[src/rtl/pow_exp_pkg.sv]
// pow_exp_pkg: shared types and constants for the pow_exp_search block.
// The FSM state enum is exported so the top can expose it on a debug port
// and so surrounding logic can decode it by name.
package pow_exp_pkg;

  // Controller states: IDLE waits for a request, RUN performs one
  // multiply/compare step per cycle, DONE presents the one-cycle result pulse.
  typedef enum logic [1:0] {
    IDLE = 2'd0,
    RUN  = 2'd1,
    DONE = 2'd2
  } state_e;

  // Search direction selected by the mode input.
  // CEIL  : smallest e with base^e >= boundary
  // FLOOR : largest  e with base^e <= boundary
  localparam logic MODE_CEIL  = 1'b0;
  localparam logic MODE_FLOOR = 1'b1;

endpackage : pow_exp_pkg

[src/rtl/pow_exp_search_if.sv]
// pow_exp_search_if: request/result bundle for pow_exp_search.
// Optional macro POW_EXP_SEARCH_POWER_OUT_EN adds the 'power' result signal.
//
// Handshake: the requester raises start together with mode/boundary/base.
// The block samples start on a rising edge only while idle or in its DONE
// cycle; a start seen while busy is high is ignored. busy stays high for the
// whole search, then done is high for exactly one cycle. exponent/err/sat
// (and power) are valid from that done cycle and hold until the next
// accepted start, which clears them to 0.
interface pow_exp_search_if #(
  parameter int BOUND_W = 16,
  parameter int BASE_W  = 9,
  parameter int EXP_W   = 8
);

  logic               start;
  logic               mode;
  logic [BOUND_W-1:0] boundary;
  logic [BASE_W-1:0]  base;
  logic               busy;
  logic               done;
  logic [EXP_W-1:0]   exponent;
  logic               err;
  logic               sat;
`ifdef POW_EXP_SEARCH_POWER_OUT_EN
  logic [BOUND_W+BASE_W-1:0] power;
`endif

`ifdef POW_EXP_SEARCH_POWER_OUT_EN
  modport master (
    output start, mode, boundary, base,
    input  busy, done, exponent, err, sat, power
  );
  modport slave (
    input  start, mode, boundary, base,
    output busy, done, exponent, err, sat, power
  );
`else
  modport master (
    output start, mode, boundary, base,
    input  busy, done, exponent, err, sat
  );
  modport slave (
    input  start, mode, boundary, base,
    output busy, done, exponent, err, sat
  );
`endif

endinterface : pow_exp_search_if

[src/rtl/pow_mul_cmp.sv]
// pow_mul_cmp: combinational step unit for the exponent search.
// Forms the next power p = prod * base and the two comparisons the
// controller needs. The multiply is carried out at a width wide enough
// for any prod/base pair, so the p > boundary test never sees a wrapped
// value; p_o itself is only ever stored when it is <= boundary (FLOOR) or
// when prod < boundary (CEIL), both of which fit in BOUND_W+BASE_W bits.
module pow_mul_cmp
  import pow_exp_pkg::*;
#(
  parameter int BOUND_W = 16,
  parameter int BASE_W  = 9
) (
  input  logic [BOUND_W+BASE_W-1:0] prod_i,
  input  logic [BASE_W-1:0]         base_i,
  input  logic [BOUND_W-1:0]        boundary_i,
  output logic [BOUND_W+BASE_W-1:0] p_o,
  output logic                      prod_ge_o,
  output logic                      p_gt_o
);

  localparam int PW = BOUND_W + BASE_W;
  localparam int WW = PW + BASE_W;

  logic [WW-1:0] p_full;
  logic [WW-1:0] boundary_wide;
  logic [PW-1:0] boundary_pw;

  // Full-precision product and zero-extended boundary operands.
  always_comb begin
    p_full        = {{BASE_W{1'b0}}, prod_i} * {{PW{1'b0}}, base_i};
    boundary_wide = {{(WW-BOUND_W){1'b0}}, boundary_i};
    boundary_pw   = {{BASE_W{1'b0}}, boundary_i};
  end

  // Outputs: truncated next power plus the CEIL and FLOOR stop tests.
  always_comb begin
    p_o       = p_full[PW-1:0];
    prod_ge_o = (prod_i >= boundary_pw);
    p_gt_o    = (p_full > boundary_wide);
  end

endmodule : pow_mul_cmp

[src/rtl/pow_exp_search.sv]
// pow_exp_search: iterative search for the exponent e relating base^e to a
// boundary, one multiply/compare per clock.
// Optional macro POW_EXP_SEARCH_POWER_OUT_EN adds a 'power' result that
// carries base^exponent (0 when the request is invalid).
// state_o exposes the controller state for debug and checkers.
module pow_exp_search
  import pow_exp_pkg::*;
#(
  parameter int BOUND_W = 16,
  parameter int BASE_W  = 9,
  parameter int EXP_W   = 8
) (
  input  logic               clk,
  input  logic               rst_n,
  pow_exp_search_if.slave    bus,
  output state_e             state_o
);

  localparam int PW = BOUND_W + BASE_W;
  localparam logic [EXP_W-1:0] EXP_MAX = {EXP_W{1'b1}};

  state_e             state_q, state_d;
  logic               mode_q, mode_d;
  logic [BOUND_W-1:0] boundary_q, boundary_d;
  logic [BASE_W-1:0]  base_q, base_d;
  logic [PW-1:0]      prod_q, prod_d;
  logic [EXP_W-1:0]   exp_q, exp_d;
  logic [EXP_W-1:0]   exponent_q, exponent_d;
  logic               err_q, err_d;
  logic               sat_q, sat_d;
`ifdef POW_EXP_SEARCH_POWER_OUT_EN
  logic [PW-1:0]      power_q, power_d;
`endif

  logic [PW-1:0]      p;
  logic               prod_ge;
  logic               p_gt;
  logic               stop;
  logic               invalid;

  pow_mul_cmp #(
    .BOUND_W (BOUND_W),
    .BASE_W  (BASE_W)
  ) u_mul_cmp (
    .prod_i     (prod_q),
    .base_i     (base_q),
    .boundary_i (boundary_q),
    .p_o        (p),
    .prod_ge_o  (prod_ge),
    .p_gt_o     (p_gt)
  );

  // Per-step decisions. The invalid test only matters on the first RUN
  // cycle: operands are frozen during RUN, so an invalid request always
  // terminates there and never reaches a later step.
  always_comb begin
    stop    = (mode_q == MODE_CEIL) ? prod_ge : p_gt;
    invalid = (base_q < BASE_W'(2)) ||
              ((mode_q == MODE_FLOOR) && (boundary_q == '0));
  end

  // Next-state and datapath update: accept requests, step the search,
  // and load results on entry to DONE.
  always_comb begin
    state_d    = state_q;
    mode_d     = mode_q;
    boundary_d = boundary_q;
    base_d     = base_q;
    prod_d     = prod_q;
    exp_d      = exp_q;
    exponent_d = exponent_q;
    err_d      = err_q;
    sat_d      = sat_q;
`ifdef POW_EXP_SEARCH_POWER_OUT_EN
    power_d    = power_q;
`endif

    case (state_q)
      IDLE, DONE: begin
        if (bus.start) begin
          state_d    = RUN;
          mode_d     = bus.mode;
          boundary_d = bus.boundary;
          base_d     = bus.base;
          prod_d     = PW'(1);
          exp_d      = '0;
          exponent_d = '0;
          err_d      = 1'b0;
          sat_d      = 1'b0;
`ifdef POW_EXP_SEARCH_POWER_OUT_EN
          power_d    = '0;
`endif
        end else if (state_q == DONE) begin
          state_d = IDLE;
        end
      end

      RUN: begin
        if (invalid) begin
          state_d    = DONE;
          exponent_d = '0;
          err_d      = 1'b1;
`ifdef POW_EXP_SEARCH_POWER_OUT_EN
          power_d    = '0;
`endif
        end else if (stop) begin
          state_d    = DONE;
          exponent_d = exp_q;
`ifdef POW_EXP_SEARCH_POWER_OUT_EN
          power_d    = prod_q;
`endif
        end else if (exp_q == EXP_MAX) begin
          // Another increment would wrap the counter: report the cap.
          state_d    = DONE;
          exponent_d = EXP_MAX;
          sat_d      = 1'b1;
`ifdef POW_EXP_SEARCH_POWER_OUT_EN
          power_d    = prod_q;
`endif
        end else begin
          prod_d = p;
          exp_d  = exp_q + EXP_W'(1);
        end
      end

      default: begin
        state_d = IDLE;
      end
    endcase
  end

  // State and datapath registers; reset forces an idle, cleared block
  // immediately, even in the middle of a search.
  always_ff @(posedge clk or negedge rst_n) begin
    if (!rst_n) begin
      state_q    <= IDLE;
      mode_q     <= MODE_CEIL;
      boundary_q <= '0;
      base_q     <= '0;
      prod_q     <= PW'(1);
      exp_q      <= '0;
      exponent_q <= '0;
      err_q      <= 1'b0;
      sat_q      <= 1'b0;
`ifdef POW_EXP_SEARCH_POWER_OUT_EN
      power_q    <= '0;
`endif
    end else begin
      state_q    <= state_d;
      mode_q     <= mode_d;
      boundary_q <= boundary_d;
      base_q     <= base_d;
      prod_q     <= prod_d;
      exp_q      <= exp_d;
      exponent_q <= exponent_d;
      err_q      <= err_d;
      sat_q      <= sat_d;
`ifdef POW_EXP_SEARCH_POWER_OUT_EN
      power_q    <= power_d;
`endif
    end
  end

  // Status and result outputs are decoded straight from registers.
  always_comb begin
    bus.busy     = (state_q == RUN);
    bus.done     = (state_q == DONE);
    bus.exponent = exponent_q;
    bus.err      = err_q;
    bus.sat      = sat_q;
`ifdef POW_EXP_SEARCH_POWER_OUT_EN
    bus.power    = power_q;
`endif
    state_o      = state_q;
  end

endmodule : pow_exp_search

[src/flat_wrapper.sv]
// flat-port wrapper written by rule: the top's interface ports become plain ports
module pow_exp_search_flat import pow_exp_pkg::*;
#(
  parameter int BOUND_W = 16,
  parameter int BASE_W  = 9,
  parameter int EXP_W   = 8
)
  (clk, rst_n, state_o, bus_start, bus_mode, bus_boundary, bus_base, bus_busy, bus_done, bus_exponent, bus_err, bus_sat);
  pow_exp_search_if #(.BOUND_W(BOUND_W), .BASE_W(BASE_W), .EXP_W(EXP_W)) bus_i ();
  input  logic clk;
  input  logic rst_n;
  output state_e state_o;
  input wire logic [$bits(bus_i.start)-1:0] bus_start;
  input wire logic [$bits(bus_i.mode)-1:0] bus_mode;
  input wire logic [$bits(bus_i.boundary)-1:0] bus_boundary;
  input wire logic [$bits(bus_i.base)-1:0] bus_base;
  output wire logic [$bits(bus_i.busy)-1:0] bus_busy;
  output wire logic [$bits(bus_i.done)-1:0] bus_done;
  output wire logic [$bits(bus_i.exponent)-1:0] bus_exponent;
  output wire logic [$bits(bus_i.err)-1:0] bus_err;
  output wire logic [$bits(bus_i.sat)-1:0] bus_sat;
  assign bus_i.start = bus_start;
  assign bus_i.mode = bus_mode;
  assign bus_i.boundary = bus_boundary;
  assign bus_i.base = bus_base;
  assign bus_busy = bus_i.busy;
  assign bus_done = bus_i.done;
  assign bus_exponent = bus_i.exponent;
  assign bus_err = bus_i.err;
  assign bus_sat = bus_i.sat;
  pow_exp_search #(.BOUND_W(BOUND_W), .BASE_W(BASE_W), .EXP_W(EXP_W)) u_core (.clk(clk), .rst_n(rst_n), .bus(bus_i), .state_o(state_o));
endmodule
[config.mk]
export PLATFORM = sky130hd
export DESIGN_NAME = pow_exp_search_flat
export DESIGN_NICKNAME = d
export VERILOG_FILES = /design/src/rtl/pow_exp_pkg.sv /design/src/rtl/pow_exp_search_if.sv /design/src/rtl/pow_mul_cmp.sv /design/src/rtl/pow_exp_search.sv /design/src/flat_wrapper.sv
export SDC_FILE = /design/constraint.sdc
export NUM_CORES = 1
export LEC_CHECK = 0
export BUFFER_PORTS_ARGS = -buffer_cell sky130_fd_sc_hd__buf_2
export CORE_MARGIN = 10
export CORE_UTILIZATION = 60
export CTS_CLUSTER_DIAMETER = 80
export CTS_CLUSTER_SIZE = 30
export DETAILED_ROUTE_END_ITERATION = 10
export PLACE_DENSITY_LB_ADDON = 0.3
export REMOVE_ABC_BUFFERS = 1
export SLEW_MARGIN = 20
export SYNTH_ARGS = -nofsm -noshare
export SYNTH_HDL_FRONTEND = slang
export SYNTH_SLANG_ARGS = --single-unit
[constraint.sdc]
create_clock -name clk -period 12.5 [get_ports clk]
set_input_delay 2.5 -clock clk [delete_from_list [all_inputs] [get_ports clk]]
set_output_delay 2.5 -clock clk [all_outputs]
set_load 0.005 [all_outputs]
Word-level counts from Yosys, hierarchy flattened
Cells that the tools add are included.
W data, S select, Z words.

cells by class
  reduce and logical (&&, ||, !) cells = 12
  mux-type cells = 28
  add/sub/neg operators = 1
  eq/ne operators = 11
  magnitude comparators = 3
  multipliers = 1

operator list
  cell                   count
  $mux W25               4
  $mux W8                7
  $pmux W25 S2           1
  $gt A34 B16 Y1         1
  $mul A25 B9 Y34        1
  $pmux W8 S2            2
  $ge A25 B16 Y1         1
  $logic_not A16 Y1      1
  $mux W2                5
  $reduce_and A5 Y1      2
  $lt A9 B2 Y1 const B   1
  $add A8 B1 Y8 const B  1
  $eq A8 B8 Y1 const B   1
  $ne A2 B2 Y1 const B   4
  $mux W1                6
  $reduce_and A3 Y1      2
  $ne A2 B1 Y1 const B   2
  $ne A4 B1 Y1 const B   1
  $pmux W1 S2            2
  $pmux W2 S2            1
  $reduce_and A2 Y1      2
  $ne A3 B3 Y1 const B   1
  $eq A2 B1 Y1 const B   1
  $eq A2 B2 Y1 const B   1
  other kinds (5)        5

word-level totals
  bits in registers = 71
  logic and storage cells = 65
  output and inout bits = 14
  input port bits = 29

Longest topological paths before layout
Gate-level depths: netlist (run 1).

  depth in word-level cells = 6
  gate-level depth with buffers = 31
  mapped depth without buffers = 27

Hierarchy
Synthesis (run 1) repeated with hierarchy kept, for this count alone.

unflattened totals
  cells, all modules = 1236
  area total of the unflattened synthesis = 11090.6 um2

modules (own cells, without submodules)
  module          area an instance (um2)  sequential area each (um2)  cells each  instances
  pow_mul_cmp     8156.6                  0.0                         1011        1
  pow_exp_search  2934.1                  1778.0                      225         1

Worst setup path after synthesis (run 1)
OpenSTA, ideal clock, no wires.

  path type = register to register
  start = reg u_core.base_q[2]
  end = reg u_core.prod_q[24]
  data required time = 12.373 ns
  cell stages (with the launch flop) = 29
  period minus slack after synthesis = 6.997 ns
  arrival time = 6.870 ns
  path buffers = 3
  path slack = 5.503 ns
  cell sequence = dfrtp_1 clkbuf_1 clkbuf_1 nand2_1 fa_1 inv_1 fa_1 fa_1 inv_1 fa_1 inv_1 ha_1 a21oi_1 nand3_1 a21o_1 a21oi_1 o21ai_0 a21oi_1 xnor2_1 ha_1 nand2_1 nand3_1 o41ai_1 nand4_1 or4_4 nor4_4 o211ai_1 buf_6 mux2_1

between the ends
  word-level cells in the longest chain between the ends = 5
  elaborated cells between the ends (all ways) = 12
  those cells by class = mul (1); order compare (2); eq/ne (2); mux (5); reduce/logical (2)

ends and longest elaborated chain
  element                                                             line                                         text
  from (decl)                                                         pow_exp_search.sv:25                         logic [BASE_W-1:0] base_q, base_d;
  from (signal assigned)                                              pow_exp_search.sv:152                        base_q <= base_d;
  $mul A25 B9 Y34                                                     pow_mul_cmp.sv:30                            p_full = {{BASE_W{1'b0}}, prod_i} * {{PW{1'b0}}, base_i};
  $gt A34 B16 Y1 / $mux W25 (equally long branches)                   pow_mul_cmp.sv:39, pow_exp_search.sv:112
  $mux W1 / $mux W25 (equally long branches)                          pow_exp_search.sv:57, pow_exp_search.sv:106
  $ne A2 B2 Y1 (no line) / $mux W25 (equally long branches)           --
  $reduce_and A5 Y1 (no line) / $pmux W25 S2 (equally long branches)  --
  to (signal assigned)                                                pow_exp_search.sv:153                        prod_q <= prod_d;
  to (decl)                                                           pow_exp_search.sv:26                         logic [PW-1:0] prod_q, prod_d;

Parallel ways exist; a longest one is shown, timed or not. The select of a mux whose other input is x is not followed.
A chain may end at the register's enable or synchronous reset.

Worst setup path after layout (run 1)
  start = reg u_core.base_q[4]
  end = reg u_core.prod_q[24]

Same word-level chain as after synthesis.

==> results.sh, run 1 <==
export IMPL_skew_ns=0.006667
export IMPL_peakVddDrop_uv=219.9
export IMPL_drt_iter0_drc=721
export IMPL_power_leakage_nw=6.418
export IMPL_grt_first_pass_wirelength_mm=48.67
export IMPL_syn_area_sq_mm=0.01137
export IMPL_max_cap_viol_count=0
export IMPL_synth_ff_type="dfrtp_1"
export IMPL_gr_total_overflow=0
export IMPL_grt_pass1_vias=9678
export IMPL_status="complete, no violations"
export IMPL_routed_wl_mm=28.29
export IMPL_core_area_sq_mm=0.01864
export IMPL_cts_resized=0
export IMPL_die_height_um=157.6
export IMPL_dp_hpwl_mm=21.70
export IMPL_die_area_sq_mm=0.02485
export IMPL_clk_pin_slew_worst_paths_ns=0.06
export IMPL_async_flop_share_pct=100.0
export IMPL_r2r_end="u_core.prod_q[24]$_DFFE_PN0P_"
export IMPL_crit_fanout=27
export IMPL_cpMostUsedCell="fa_1"
export IMPL_syn_inst=1341
export IMPL_cts_buffers_inserted=9
export IMPL_cts_htree_levels=3
export IMPL_seqCellArea_sq_mm=0.001778
export IMPL_holdPathEnd="u_core.bus.err$_DFFE_PN0P_"
export IMPL_cts_sinks=71
export IMPL_cts_root_buf="clkbuf_16"
export IMPL_setup_viol=0
export IMPL_vias=9214
export IMPL_fin_area_sq_mm=0.01194
export IMPL_grt_max_degree=72
export IMPL_grt_usage_pct=24.30
export IMPL_antenna_found_initial=0
export IMPL_final_common_cell="nand2_1"
export IMPL_synth_seq_cells=71
export IMPL_fillers=1604
export IMPL_finish_utilization_pct=64.05
export IMPL_multi_input_area_sq_mm=0.008453
export IMPL_critPathSlowestCell="dfrtp_1"
export IMPL_reg2regPathDepth=26
export IMPL_syn2layout_area_growth_pct=5.041
export IMPL_critPathLaunchType="flip-flop"
export IMPL_crit_arrival_ns=8.70
export IMPL_drt_pass1_iter_count=5
export IMPL_drc=0
export IMPL_r2r_setup_slack_ns=4.02
export IMPL_cts_tree="done"
export IMPL_hp_start="u_core.bus.err$_DFFE_PN0P_"
export IMPL_slew_violations=0
export IMPL_cp_num_buf_inv=4
export IMPL_busiest_layer="met2"
export IMPL_critPathKind="flip-flop to flip-flop"
export IMPL_viasPerCell=5.880
export IMPL_yosysUniqueCellTypes=66
export IMPL_crit_path_max_incr_delay_ns=1.03
export IMPL_period_needed_ns=8.479
export IMPL_start_util_pct=60.97
export IMPL_pre_cts_slack_ns=4.133
export IMPL_syn_area_per_cell_sq_um=8.477
export IMPL_final_cell_mix="nand2_1, inv_1, fa_1"
export IMPL_wl_per_cell_um=18.05
export IMPL_top_level_ports=43
export IMPL_worstMarginPinSlew_ns=1.044
export IMPL_rsz0062_at_grt="no"
export IMPL_dieWidth_um=157.6
export IMPL_synth_edff_count=0
export IMPL_placed_area_sq_mm=0.01164
export IMPL_hold_buffers=0
export IMPL_use_met1_pct=32.43
export IMPL_clock_fmax_mhz=117.9
export IMPL_powerDensity_mw_per_mm2=244.9
export IMPL_final_layout_size_suffix_gt1_share_pct=6.152
export IMPL_tns_ns=0
export IMPL_cp_end_kind="flip-flop"
export IMPL_period_share_pct=67.83
export IMPL_min_path_type="flip-flop to flip-flop"
export IMPL_antenna_cells=0
export IMPL_yosys_warnings=0
export IMPL_reg2reg_from="u_core.base_q[4]$_DFFE_PN0P_"
export IMPL_cp_data_required_time_ns=12.72
export IMPL_place_congestion=0.9526
export IMPL_rows=50
export IMPL_worst_slack_ns=4.021
export IMPL_post_cts_setup_buffers=0
export IMPL_finalHoldViolCount=0
export IMPL_fin_nets=1606
export IMPL_grt_use_met2_pct=39.87
export IMPL_min_path_cells=2
export IMPL_numPortBuffers=42
export IMPL_maxSlewHeadroom_pct=30.43
export IMPL_antenna_left=0
export IMPL_clock_latency_ns=0.34
export IMPL_max_clock_path_buffers=2
export IMPL_ys_seq_area_share_pct=15.64
export IMPL_use_met3_pct=4.125
export IMPL_cp_top_family="adder cells"
## Yosys cell counts (all sizes together) (6+ instances only)
master	number	area [sq um]
ha	87	1089
dfrtp	70	1752
nor4	10	77.57
o211ai	8	60.06
a211oi	6	50.05
nand2	229	859.6
xnor2	9	78.83
nor2	34	127.6
nand4	18	112.6
inv	220	825.8
nand3	17	85.08
buf	12	75.07
o211a	6	60.06
and2	131	819.5
clkbuf	64	240.2
mux2i	32	320.3
o21ai	43	215.2
nor3	7	35.03
a21o	18	135.1
nand2b	14	87.58
xor2	12	105.1
fa	162	3243
a21oi	63	319.1
## tightest hold or removal path, cell delays in order (launching register included)
cell and delay (ns):
dfrtp_1 0.34, nor2_1 0.05, nor2_1 0.07
## per-layer routing
| metal | share of wire (%) | vias to the layer above |
|---|---|---|
| li1 | - | 4220 |
| met1 | 41 | 4579 |
| met2 | 49 | 357 |
| met3 | 7.2 | 58 |
| met4 | 2.9 | 0 |
| met5 | 0 | - |
## metrics by stage
step | hold slack [ns] | std cells | power, W
after floorplan | 0.4893 | 1265 | 0.002022
after CTS | 0.4961 | 1567 | 0.002911
after global routing | 0.5373 | 1567 | 0.003234
after detailed placement | 0.4831 | 1551 | 0.002637
final | 0.4900 | 1567 | 0.002924
after global placement | 0.4799 | 1551 | 0.002583
## report_power, final
group	internal (W)	switching (W)
clock network	0.000165	0.0000954
logic	0.000828	0.00133
registers	0.000315	0.000194
total	0.00131	0.00162
## area by class of cell
| type | instances | area share (%) |
|---|---|---|
| Clock buffer | 13 | 2.180 |
| Clock inverter | 3 | 0.3563 |
| Multi-Input combinational cell | 974 | 70.80 |
| Sequential cell | 71 | 14.89 |
| Timing Repair Buffer | 52 | 2.410 |
| Inverter | 220 | 6.916 |
| Tap cell | 234 | 2.452 |
## worst max-delay path by stage
stage | slack [ns] | cells past startpoint | to | startpoint
floorplan | 4.47 | 25 | u_core.prod_q[24]$_DFFE_PN0P_ | u_core.base_q[2]$_DFFE_PN0P_
global placement | 4.29 | 26 | u_core.prod_q[24]$_DFFE_PN0P_ | u_core.base_q[8]$_DFFE_PN0P_
detailed placement | 4.13 | 26 | u_core.prod_q[24]$_DFFE_PN0P_ | u_core.base_q[4]$_DFFE_PN0P_
CTS | 4.12 | 26 | u_core.prod_q[24]$_DFFE_PN0P_ | u_core.base_q[4]$_DFFE_PN0P_
global route | 3.43 | 26 | u_core.prod_q[24]$_DFFE_PN0P_ | u_core.base_q[4]$_DFFE_PN0P_
finish | 4.02 | 26 | u_core.prod_q[24]$_DFFE_PN0P_ | u_core.base_q[4]$_DFFE_PN0P_
## cell families (layout without fill, tap and decap cells)
group                      Yosys count  in the layout  share of synthesized area, %
xor gates and xnor gates            21             21                         1.618
DFF                                 71             71                         15.64
muxes                               35             35                         3.115
adders and majority gates          249            249                         38.11
and+or+nand+nor                    486            486                         21.07
buffers and inverters              296            288                         10.04
AOI/OAI and AO/OA                  183            183                         10.41
## registers in the layout, summed over array words and instances, names as in the netlist
name,flops
u_core.mode_q,1
u_core.exp_q,8
u_core.base_q,9
u_core.bus.err,1
u_core.prod_q,25
u_core.state_o,2
u_core.boundary_q,16
u_core.bus.sat,1
u_core.bus.exponent,8
No activity file was read; power rests on OpenSTA's default activity.
==> inputs of run 2 (changes only) <==
- ABC_AREA: default -> 1
- clock period: 12.5 -> 8.1 ns (I/O delays scaled with it)
==> run 2 against run 1 <==
Effect of this change: area after synthesis increased by 5.2%; largest power group unchanged; sequential share of layout area is 0.77 points lower; die area up 4.6%; clock-buffer cell count shrank 4; critical path type unchanged; critical path depth is 5 higher; core utilization rose by 0.45 points.
==> results.sh, run 2 <==
export IMPL_gr_total_overflow=0
export IMPL_rsz0062_at_grt="no"
export IMPL_finish_utilization_pct=64.49
export IMPL_final_cell_mix="nand2_1, inv_1, fa_1"
export IMPL_cp_num_buf_inv=4
export IMPL_holdWs_ns=0.4746
export IMPL_antenna_found_initial=0
export IMPL_fin_area_sq_mm=0.01259
export IMPL_reg_top3="u_core.prod_q: 25 flops, u_core.boundary_q: 16 flops, u_core.base_q: 9 flops"
export IMPL_finalHoldViolCount=0
export IMPL_start_util_pct=61.26
export IMPL_final_layout_size_suffix_gt1_share_pct=5.309
export IMPL_final_common_cell="nand2_1"
export IMPL_clock_latency_ns=0.34
export IMPL_critPathLaunchType="flip-flop"
export IMPL_critPathSlowestCell="dfrtp_1"
export IMPL_synth_edff_count=0
export IMPL_cp_top_family="adder cells"
export IMPL_worstMarginPinSlew_ns=0.9708
export IMPL_synth_largest_area_cell="fa_1"
export IMPL_wl_met3_mm=3.315
export IMPL_cts_htree_levels=3
export IMPL_place_congestion=0.9911
export IMPL_cts_tree="done"
export IMPL_drt_pass1_iter_count=6
export IMPL_cts_sinks=71
export IMPL_numPortBuffers=42
export IMPL_power_leakage_nw=8.116
export IMPL_peakVddDrop_uv=162.3
export IMPL_syn_inst=1737
export IMPL_clk_pin_slew_worst_paths_ns=0.06
export IMPL_synth_most_common_cell="nand2_1"
export IMPL_dieWidth_um=161.2
export IMPL_cp_end_kind="flip-flop"
export IMPL_yosys_warnings=0
export IMPL_crit_path_max_incr_delay_ns=0.97
export IMPL_routed_wl_mm=32.18
export IMPL_yosysUniqueCellTypes=43
export IMPL_max_clock_path_buffers=2
export IMPL_grt_first_pass_wirelength_mm=54.61
export IMPL_synthTopCellsByArea="fa_1, nand2_1, dfrtp_1, inv_1, ha_1"
export IMPL_fillers=1714
export IMPL_antenna_cells=0
export IMPL_syn_area_sq_mm=0.01196
export IMPL_tns_ns=0
export IMPL_async_flop_share_pct=100.0
export IMPL_top_level_ports=43
export IMPL_clock_fmax_mhz=141.5
export IMPL_ys_seq_area_share_pct=14.86
export IMPL_setup_viol=0
export IMPL_cp_data_required_time_ns=8.30
export IMPL_hold_buffers=0
export IMPL_largest_register_ffs=25
export IMPL_p_total_w=0.004654
export IMPL_status="complete, no violations"
export IMPL_min_path_type="flip-flop to flip-flop"
export IMPL_top_layer="met4"
export IMPL_vias=10632
export IMPL_placed_area_sq_mm=0.01228
export IMPL_core_area_sq_mm=0.01953
export IMPL_wl_met1_mm=12.97
export IMPL_period_needed_ns=7.069
export IMPL_period_share_pct=87.27
export IMPL_cts_buffers_inserted=9
export IMPL_grt_pass1_vias=10967
export IMPL_synth_top_cells_by_count="nand2_1, inv_1, fa_1, ha_1, nor2_1"
export IMPL_synth_seq_cells=71
export IMPL_cts_root_buf="clkbuf_16"
export IMPL_maxSlewHeadroom_pct=35.28
export IMPL_grt_usage_pct=25.57
export IMPL_fin_nets=2007
export IMPL_die_area_sq_mm=0.02599
export IMPL_critPathKind="flip-flop to flip-flop"
export IMPL_drc=0
export IMPL_viasPerCell=5.321
export IMPL_skew_ns=0.008376
export IMPL_die_height_um=161.2
export IMPL_synth_ff_type="dfrtp_1"
export IMPL_crit_arrival_ns=7.27
export IMPL_max_cap_viol_count=0
export IMPL_cpMostUsedCell="nand2_1"
export IMPL_drt_iter0_drc=1151
export IMPL_top_register="u_core.prod_q"
export IMPL_dp_hpwl_mm=25.67
export IMPL_syn_area_per_cell_sq_um=6.887
export IMPL_post_cts_setup_buffers=0
export IMPL_wl_met2_mm=15.03
export IMPL_grt_max_degree=72
export IMPL_powerDensity_mw_per_mm2=369.6
export IMPL_synth_top_area_share_pct=27.11
export IMPL_wl_per_cell_um=16.11
export IMPL_cts_resized=0
export IMPL_antenna_left=0
export IMPL_syn2layout_area_growth_pct=5.271
export IMPL_crit_fanout=34
export IMPL_slew_violations=0
export IMPL_rows=51
run 2: cell types whose count changed after synthesis, sizes merged, moves of 23 or more:
cell and change:
inv +233, and2 -130, nand3 +56, mux2i -32, nand2 +359, nor2 +53
a21oi -23
run 2: report_power, final:
group	total (W)	internal, W	leakage, nW	switching (W)
combinational	0.00339	0.00115	7.03	0.00223
clock	0.000417	0.000267	0.151	0.000150
sequential	0.000851	0.000477	0.932	0.000374
run 2: cell type report:
| cell class | instances | area [sq um] | share of cell area (%) |
|---|---|---|---|
| Sequential cell | 71 | 1778 | 14.12 |
| Inverter | 455 | 1708 | 13.56 |
| Tap cell | 265 | 331.6 | 2.633 |
| Timing Repair Buffer | 49 | 265.3 | 2.106 |
| Multi-Input combinational cell | 1143 | 8199 | 65.11 |
| Clock buffer | 9 | 225.2 | 1.788 |
| Clock inverter | 6 | 86.33 | 0.6855 |
run 2: routing by layer:
layer,track usage [%],vias up
met2,42.46,476
li1,-,5025
met3,5.186,67
met5,0,-
met1,33.04,5064
met4,7.610,0
run 2: worst paths after layout:
kind                                                    startpoint                            endpoint  slack, ns  depth (start not counted)
worst max-delay path                  u_core.base_q[8]$_DFFE_PN0P_         u_core.exp_q[1]$_DFFE_PN0P_       1.03                         31
worst min-delay path            u_core.bus.exponent[6]$_DFFE_PN0P_  u_core.bus.exponent[6]$_DFFE_PN0P_       0.47                          2
worst max register to register        u_core.base_q[8]$_DFFE_PN0P_         u_core.exp_q[1]$_DFFE_PN0P_       1.03                         31
worst min register to register  u_core.bus.exponent[6]$_DFFE_PN0P_  u_core.bus.exponent[6]$_DFFE_PN0P_       0.47                          2
max in group asynchronous                                    rst_n         u_core.exp_q[4]$_DFFE_PN0P_       6.10                          1
min in group asynchronous                                    rst_n    u_core.boundary_q[4]$_DFFE_PN0P_       1.40                          1
run 2: cell families after synthesis:
family | Yosys count | share of synthesized area, %
compound gates | 81 | 3.745
xor+xnor | 12 | 0.8786
fa+ha+maj | 249 | 36.21
buf+inv | 523 | 16.60
flops | 71 | 14.86
simple gates | 801 | 27.71
run 2: tightest hold or removal path: cells and delay by family, from the launching register on:
kind | cells | cell delay (ns)
flops | 1 | 0.34
simple gates | 2 | 0.10
run 2: stage by stage:
stage	worst slack, ns	std cells
after floorplan	2.317	1669
after global placement	1.400	1983
after detailed placement	1.195	1983
after CTS	1.137	1998
after global routing	0.5260	1998
final	1.031	1998
